--- src/rtl/sync_up_counter.sv ---
// Synchronous binary up counter: counts 0..MAX and wraps to 0, with enable,
// synchronous parallel load, a combinational cascade terminal count and a one-cycle wrap pulse.
module sync_up_counter #(
    parameter int WIDTH = 4,
    parameter int MAX   = (2 ** WIDTH) - 1
) (
    input  logic             clk,
    input  logic             rst,
    input  logic             en,
    input  logic             load,
    input  logic [WIDTH-1:0] loadVal,
    output logic [WIDTH-1:0] out,
    output logic             tc,
    output logic             wrapped
);

    localparam logic [WIDTH-1:0] MAX_V = WIDTH'(MAX);

    logic [WIDTH-1:0] out_r;
    logic [WIDTH-1:0] out_next_s;
    logic             wrapped_r;
    logic             wrapped_next_s;
    logic             terminal_s;

    // An out-of-range loaded value is treated as terminal so it wraps instead of counting past MAX.
    assign terminal_s = (out_r >= MAX_V);

    // Next-state selection: load beats enable, enable either steps or wraps.
    always_comb begin
        out_next_s     = out_r;
        wrapped_next_s = 1'b0;
        if (load) begin
            out_next_s     = loadVal;
            wrapped_next_s = 1'b0;
        end else if (en) begin
            if (terminal_s) begin
                out_next_s     = {WIDTH{1'b0}};
                wrapped_next_s = 1'b1;
            end else begin
                out_next_s     = out_r + WIDTH'(1);
                wrapped_next_s = 1'b0;
            end
        end else begin
            out_next_s     = out_r;
            wrapped_next_s = 1'b0;
        end
    end

    // Count and wrap-flag registers with asynchronous reset.
    always_ff @(posedge clk or posedge rst) begin
        if (rst) begin
            out_r     <= {WIDTH{1'b0}};
            wrapped_r <= 1'b0;
        end else begin
            out_r     <= out_next_s;
            wrapped_r <= wrapped_next_s;
        end
    end

    assign out     = out_r;
    assign wrapped = wrapped_r;
    assign tc      = en & terminal_s;

endmodule

--- config.mk ---
export PLATFORM = sky130hd
export DESIGN_NAME = sync_up_counter
export DESIGN_NICKNAME = d
export VERILOG_FILES = /design/src/rtl/sync_up_counter.sv
export SDC_FILE = /design/constraint.sdc
export NUM_CORES = 1
export LEC_CHECK = 0
export CAP_MARGIN = 25
export CORE_AREA = 4 4 41 43
export DETAILED_ROUTE_END_ITERATION = 10
export DIE_AREA = 0 0 45 47
export SYNTH_ARGS = -nofsm -noshare
export SYNTH_HDL_FRONTEND = slang
export SYNTH_SLANG_ARGS = --single-unit
--- constraint.sdc ---
create_clock -name clk -period 1.5 [get_ports clk]
set_input_delay 0.3 -clock clk [delete_from_list [all_inputs] [get_ports clk]]
set_output_delay 0.3 -clock clk [all_outputs]
set_load 0.05 [all_outputs]
==> impl_metrics.json <==
{
  "status": "finished clean",
  "min_period_over_period_pct": 96.5,
  "grt-ovfl-total": 0,
  "dp.cells": 59,
  "io_pins": 14,
  "period_needed_ps": 1450,
  "cp.required_ps": 1200,
  "rows": 13,
  "dr.pass1.iters": 3,
  "finalHoldWorstSlack_ps": 266,
  "slowest_stage": "dfrtp_2",
  "crit_chain": "ha_4, nand2_1, nor2_4, buf_12",
  "grt-busiest-layer": "met2",
  "ant_nets": 0,
  "cts_hold_buf": 0,
  "clock-sinks": 5,
  "yosysTopAreaCell": "dfrtp_1",
  "combPwrFrac_pct": 40.5,
  "power.net_switching_uw": 175,
  "r2r_slack_ps": 380,
  "area_delta_synth_final_pct": 112,
  "yosysTopAreaCellShare_pct": 46.5,
  "path_max_fanout": 4,
  "max_freq_ghz": 0.691,
  "drive_gt1_share_pct": 40.0,
  "hp-class": "input port to async pin",
  "skew_ps": 2.33,
  "drt_iter0_markers": 1,
  "drc": 0,
  "rsz0062_at_grt": "false",
  "p_int_uw": 364,
  "final_nets": 60,
  "most-common-layout-cells": "clkdlybuf4s50_1, buf_12, buf_4",
  "vias_per_cell": 4.15,
  "start_util_pct": 20.7,
  "synth_nets": 37,
  "switching_share_pct": 32.4,
  "drv_slew": 0,
  "io_buffers": 13,
  "finalPower_uw": 539,
  "clockBufferDepth": 2,
  "syn_area_um2": 269,
  "met1_usage_pct": 7.83,
  "r2r_cells": 3,
  "wl_per_cell_um": 10.4,
  "syn_area_per_cell_um2": 9.61,
  "grt_use_total_pct": 7.46,
  "setup_tns_ps": 0,
  "vias": 270,
  "maxCapViolations": 0,
  "r2r_end": "out[3]",
  "cp-start-kind": "flip-flop",
  "use_met2_pct": 12.4,
  "fp.dieArea_um2": 2120,
  "r2r_start": "out[2]",
  "grt_pass1_vias": 294,
  "worst_path_largest_cell_delay_ps": 380,
  "die_h_um": 47,
  "synth.distinct_cells": 16,
  "clk_pin_slew_ps": 40,
  "grt_pass1_wl_um": 1100,
  "yosys-top-cells-area": "dfrtp_1, nand2_1, o22a_1, a311oi_2, ha_1",
  "antenna_found_initial": 0,
  "root_buffer": "clkbuf_4",
  "diodes": 0,
  "p_leak_nw": 0.252,
  "gp_congestion": 0.681,
  "nFillCells": 138,
  "final-hold-violation-count": 0,
  "ys_seq_area_share_pct": 46.5,
  "cts_tree": "built",
  "numCtsBuffers": 3,
  "wirelength_um": 678,
  "worst-setup-path-type": "flip-flop to output port",
  "h-tree-depth": 1,
  "core_area_um2": 1300,
  "vdd_drop_max_mv": 0.352,
  "power_frac_seq_pct": 31.9,
  "chipWidth_um": 45,
  "setup_viol": 0,
  "grt_util_met3_pct": 1.53,
  "worst_slew_margin_rel_pct": 81.5,
  "yosys_warnings": 0,
  "tightest_slew_ps": 277,
  "powerDensity_nw_per_um2": 947,
  "end_kind": "output port",
  "clkPwrFrac_pct": 27.5,
  "synth_seq_cells": 5,
  "insertion_delay_ps": 230,
  "stdcell_count": 65,
  "grt_max_degree": 6,
  "postSynthCellCount": 28,
  "arrival_ps": 1150
}
-- cells in the mapped netlist, drive strengths merged --
cell type  count
dfrtp          5
nand2          5
inv            3
o21ai          3
o22a           2
a21o           1
a21oi          1
a311oi         1
ha             1
mux2i          1
nand4          1
nor2           1
nor3           1
o21a           1
xor2           1
-- worst max-delay path, delay by kind of cell, from the launching register on --
family / cells / cell delay, ps
buffers and inverters: 1 / 140
DFF: 1 / 380
adders and majority gates: 1 / 150
and+or+nand+nor: 2 / 240
-- registers in the layout (all words and copies together), names as in the netlist --
register  cells
out           4
wrapped       1
-- layer usage --
metal  vias to the layer above  wire (µm)  share of wire, %
met1                       118        293                43
met2                         9        335                49
li1                        143          -                 -
met5                         -          0                 0
met3                         0         49               7.2
met4                         0          0                 0
-- layout make-up --
type / count / area [µm²] / area share [%]
timing repair buffer: 18 / 230 / 40.4
multi-input combinational: 20 / 155 / 27.3
sequential: 5 / 128 / 22.4
clock buffer: 4 / 26.3 / 4.62
tap: 15 / 18.8 / 3.30
inverter: 3 / 11.3 / 1.98
-- how the worst max path moves through the flow --
stage | startpoint | end | slack, ps | cells after the start
after floorplan | out[2] | tc | 2 | 2
after global placement | en | tc | 10 | 4
after detailed placement | en | tc | 8 | 4
after CTS | en | tc | 9 | 4
after global routing | out[2] | tc | 6 | 3
final | out[0] | tc | 50 | 4
-- through the flow --
step | cell area (µm²) | setup WS (ps) | util (%)
2_1_floorplan | 292 | 1.94 | -
3_3_place_gp | 523 | 13.4 | 40.2
3_5_place_dp | 523 | 7.74 | 40.2
4_1_cts | 564 | 9.05 | 43.4
5_1_grt | 569 | 6.19 | 43.8
6_report | 569 | 53.0 | 43.8
-- timing repair --
action / CTS / global route
setup buffers: 2 / 0
gates resized for setup: 0 / 2
setup endpoints to repair: 1 / 1
-- kinds of logic after synthesis --
kind of cell / share of synthesized area [%]
buffers and inverters: 4.19
AND/OR/NAND/NOR: 12.6
XOR/XNOR: 3.26
AO/OA/AOI/OAI: 25.1
multiplexers: 3.72
flip-flops: 46.5
adder cells (fa/ha/maj): 4.65
-- power by group through the flow --
stage,Clock (mW),Sequential (mW),Combinational [mW]
floorplan,0,0.220,0.0528
global placement,0,0.182,0.198
detailed placement,0,0.183,0.199
CTS,0.156,0.171,0.220
global route,0.166,0.175,0.233
finish,0.149,0.172,0.219
Power figures use the tool's default switching activity.
==> RTL edit 1: new RTL, config.mk and constraints unchanged <==
The parameter `WIDTH` goes from 4 to 3.
--- a/src/rtl/sync_up_counter.sv
+++ b/src/rtl/sync_up_counter.sv
@@ -1,7 +1,7 @@
 // Synchronous binary up counter: counts 0..MAX and wraps to 0, with enable,
 // synchronous parallel load, a combinational cascade terminal count and a one-cycle wrap pulse.
 module sync_up_counter #(
-    parameter int WIDTH = 4,
+    parameter int WIDTH = 3,
     parameter int MAX   = (2 ** WIDTH) - 1
 ) (
     input  logic             clk,
Ports: changed (resized loadVal and out); port bits go from 14 to 12. No check against the original RTL was run, so the function may have changed too.
==> RTL edit 1 against the original RTL <==
  * The run now ends with negative setup slack left
  * Design area decreased by 11%
  * Register-to-register slack got worse by 0.29 ns
  * Count of clock-buffer cells in the layout unchanged
  * Global-route usage decreased by 0.085 points
  * Total power decreased by 5.4%
  * Wire length decreased by 18%
  * Sequential cell count decreased by 1
  * First-iteration DRC count increased to 4.0 times the old value
  * Worst setup slack got worse by 0.23 ns
  * Area after synthesis decreased by 20%
  * Clock skew about the same
==> RTL edit 1: results (changes against the original RTL) <==
Clock tree
  – Clock Sinks: 4 (-1)

Power
  – Clock share of power: 0.292 (+0.017)
  – Sw Share: 0.330 (+0.00540)
  – Worst VDD drop: 0.000397 V (+13%)
  – PwrDens: 1000 nW/µm² (+6.1%)

Final layout
  – Max reg flops: 3 (-1)
  – Multi-input logic area: 154 µm² (-0.81%)
  – Fin nets: 51 (-15%)
  – Inverter count: 2 (-1)
  – Ratio of cells with drive above 1 in the final layout: 0.488 (+0.0878)
  – Multi-input gate count: 15 (-25%)
  – Clock buf/inv share: 0.0517 (+0.00557)
  – Layout Utilization: 0.390 (-0.0471)
  – Sequential cell area share: 0.204 (-0.0197)
  – Non-clk buf share: 0.389 (-0.0152)
  – Buffers excl. clock: 16 (-2)

Timing
  – Final setup fails: 1 (+1)
  – Final hold violations: 0 (unchanged)
  – Clock skew: 0.00226 ns (-0.0000759 ns)
  – Setup slack after layout: -0.179 ns (-0.232 ns)
  – Setup TNS: -0.179 ns (-0.179 ns)
  – Max transition margin: 0.847 (+0.0321)
  – WHS: 0.240 ns (-0.0267 ns)

Synth
  – Top cells by area, synth: dfrtp_1 (47%), ha_1 (12%), mux2i_1 (9.4%), nor2b_1 (5.8%), o21ai_0 (4.7%)
  – Post-synthesis sequential area ratio: 0.468 (+0.00272)
  – Syn_nets: 30 (-19%)
  – Post-synthesis cell count: 21 (-25%)
  – Yosys cell types: 12 (-4)

Global route
  – First-pass GRT wire length: 938 µm (-15%)
  – GRT Util Overall: 0.0738 (-0.000852)

Setup path
  – Critical path data arrival time: 1.38 ns (+0.23 ns)
  – FF-to-FF End: out[2]
  – CP peak stage delay: 0.41 ns (+0.03 ns)
  – Worst-path fanout max: 2 (-2)
  – Worst R2R Setup Slack: 0.09 ns (-0.29 ns)
  – FF-to-FF path depth: 7 (+4)

Route
  – DR vias/cell: 4.02 (-3.3%)
  – DR pass1 iterations: 2 (-1)

Placement
  – GPL Wtd Cong: 0.646 (-5.2%)
  – Post-DP Area: 458 µm² (-12%)
  – Placement Setup Slack: 0.0300 ns (+0.0223 ns)
  – IO buf count: 11 (-2)
  – Post-placement cell count: 50 (-15%)

Outcome
  – Status: finished, violations left
  – Failing checks: negative setup slack
-- RTL edit 1: timing repair --
action                     4_1_cts  5_1_grt
buffers inserted                 1        1
gates resized for setup          1        0
setup endpoints to repair        1        1
pin swaps                        0        1
hold buffers                     0        0
-- RTL edit 1: layer usage --
layer	up-vias	global-route usage	routed length, µm
li1	114	-	-
met1	92	0.0759	255
met2	15	0.0932	201
met3	4	0.0460	70
met4	0	0.0877	26
met5	-	0	0
-- RTL edit 1: critical path: cells and delay by family (launching register included) --
kind	cells	cell delay [ns]
DFF	1	0.41
adders and majority gates	2	0.33
AOI/OAI and AO/OA	1	0.18
buffers and inverters	1	0.15
and+or+nand+nor	1	0.07
-- RTL edit 1: kinds of logic (layout without fill, tap and decap cells) --
family,Yosys count,count (layout),synth area share
multiplexers,2,2,0.0936
AND/OR/NAND/NOR,6,6,0.146
adder cells (fa/ha/maj),2,2,0.117
AO/OA/AOI/OAI,5,5,0.140
buffers and inverters,2,22,0.0351
flip-flops,4,4,0.468
==> RTL edit 2: new RTL, same flow settings <==
Made on the original files. The output `wrapped` loses its register stage (`wrapped_r` becomes a continuous assignment).
--- a/src/rtl/sync_up_counter.sv
+++ b/src/rtl/sync_up_counter.sv
@@ -50,12 +50,12 @@
     always_ff @(posedge clk or posedge rst) begin
         if (rst) begin
             out_r     <= {WIDTH{1'b0}};
-            wrapped_r <= 1'b0;
         end else begin
             out_r     <= out_next_s;
-            wrapped_r <= wrapped_next_s;
         end
     end
+
+    assign wrapped_r = wrapped_next_s;
 
     assign out     = out_r;
     assign wrapped = wrapped_r;
Formal check against the unedited RTL: not equivalent (Yosys sat finds a counterexample within 4 cycles, from zero or initial values and one cycle with rst high).
==> RTL edit 2 against the original RTL <==
  * Critical path depth decreased by 1
  * Area after synthesis decreased by 12%
  * Sequential power decreased by 17%
  * Wire length increased by 3.5%
  * Sequential cell count decreased by 1
  * Design area decreased by 0.44%
  * Total power decreased by 4.7%
  * Sequential share of layout area decreased by 3.9 points
  * Worst setup slack got worse by 0.0029 ns
  * Largest power group unchanged
==> RTL edit 2: results (changes against the original RTL) <==
Route
  – DR vias/cell: 4.20 (+1.1%)
  – WL met3: 56 µm (+14%)
  – Wl on met1: 292 µm (-0.34%)
  – DR pass1 iterations: 4 (+1)
  – Metal2 WL: 354 µm (+5.7%)
  – Starting DRT DRC Count: 4 (+3)
  – Vias: 273 (+1.1%)
  – Avg WL per Cell: 10.8 µm (+3.5%)

Final layout
  – N_diodes: 0 (unchanged)
  – Multi-input logic area: 168 µm² (+8.1%)
  – Fin nets: 61 (+1.7%)
  – Inverter count: 3 (unchanged)
  – # fillers: 128 (-7.2%)
  – Buffers excl. clock: 20 (+2)
  – Clock buf/inv share: 0.0397 (-0.00642)
  – Max reg flops: 4 (unchanged)
  – Multi-input gate count: 20 (unchanged)
  – Non-clk buf share: 0.426 (+0.0217)
  – Sequential cell area share: 0.185 (-0.0387)
  – Ratio of cells with drive above 1 in the final layout: 0.500 (+0.100)

Clock tree
  – Reg clk slew, reported paths: 0.04 ns (about the same)
  – Clock latency on the worst-skew pair: 0.23 ns (about the same)
  – H-tree Lvls: 1 (unchanged)
  – Clock Sinks: 4 (-1)

Synth
  – Mux contribution to synthesized area: 0.0421 (+0.00490)
  – Syn_nets: 36 (-2.7%)
  – Top cells by count, synth: nand2_1 (5), dfrtp_1 (4), inv_1 (3)
  – XOR/XNOR share of the synthesized area: 0.0368 (+0.00428)
  – Synth Area in Adders: 0.0526 (+0.00612)
  – Compound-Gate Fraction of Synth Area: 0.258 (+0.00673)
  – Post-synthesis sequential area ratio: 0.421 (-0.0441)
  – Mapped Avg Cell Area: 8.80 µm² (-8.4%)
  – Top cells by area, synth: dfrtp_1 (42%), nand2_1 (7.9%), o22a_1 (7.4%), ha_1 (5.3%), inv_1 (4.7%)
  – Yosys cell types: 16 (unchanged)

Global route
  – GR Layer Usage met2: 0.130 (+0.00565)
  – Initial antenna violation count: 0 (unchanged)
  – First-pass GRT wire length: 1140 µm (+3.1%)
  – Grt met3 use: 0.0268 (+0.0115)
  – Vias in the first global route: 286 (-2.7%)
  – Largest net degree at the start of global routing: 7 (+1)
  – Met1 usage: 0.0737 (-0.00461)
  – GRT Util Overall: 0.0794 (+0.00476)

Power
  – Leak Pwr: 0.250 nW (-1.1%)
  – Worst VDD drop: 0.000445 V (+26%)
  – Sw Share: 0.341 (+0.0169)
  – Power Internal: 339 µW (-7.1%)
  – Clock share of power: 0.257 (-0.018)
  – Sequential share of power: 0.276 (-0.043)

Placement
  – Final HPWL DP: 561 µm
  – GPL Wtd Cong: 0.712 (+4.5%)
  – Post-placement cell count: 58 (-1.7%)
  – Post-DP Area: 513 µm² (-1.9%)
  – Placement Setup Slack: -0.134 ns (-0.142 ns)

Timing
  – Clock skew: 0.00272 ns (+0.000385 ns)
  – Worst Max-Slew Pin Slew: 0.223 ns (-0.0544 ns)

Setup path
  – CP startpoint: load
  – Worst-path fanout max: 2 (-2)
  – R2R Path Start: out[0]

Min path
  – Class of the worst hold path: in -> async

Outcome
  – Status: completed
==> RTL edit 2: what timing repair did <==
action,4_1_cts,5_1_grt
pin swaps,3,1
hold buffers,0,0
setup endpoints to repair,2,1
setup buffers,2,2
gates cloned,0,0
gates resized for setup,2,0
==> RTL edit 2: worst paths after layout <==
| path | slack [ns] | cells after the start | end |
|---|---|---|---|
| worst max-delay path | 0.05 | 3 | wrapped |
| worst min-delay path | 0.25 | 2 | out[0] |
| worst max register to register | 0.27 | 4 | out[0] |
| worst min register to register | 0.71 | 3 | out[1] |
| max in group asynchronous | 1.09 | 2 | out[3] |
| min in group clk | 0.61 | 3 | out[2] |
==> RTL edit 2: metrics by stage <==
stage / TNS, ns / util
global route: -0.00412 / 0.436
CTS: -0.0109 / 0.424
detailed placement: -0.172 / 0.394
finish: 0 / 0.436
global placement: -0.175 / 0.394
floorplan: -0.117 / -
==> RTL edit 2: critical path: stages <==
cell             delay (ns)
clkdlybuf4s50_1        0.47
nor3_4                 0.22
buf_12                 0.16
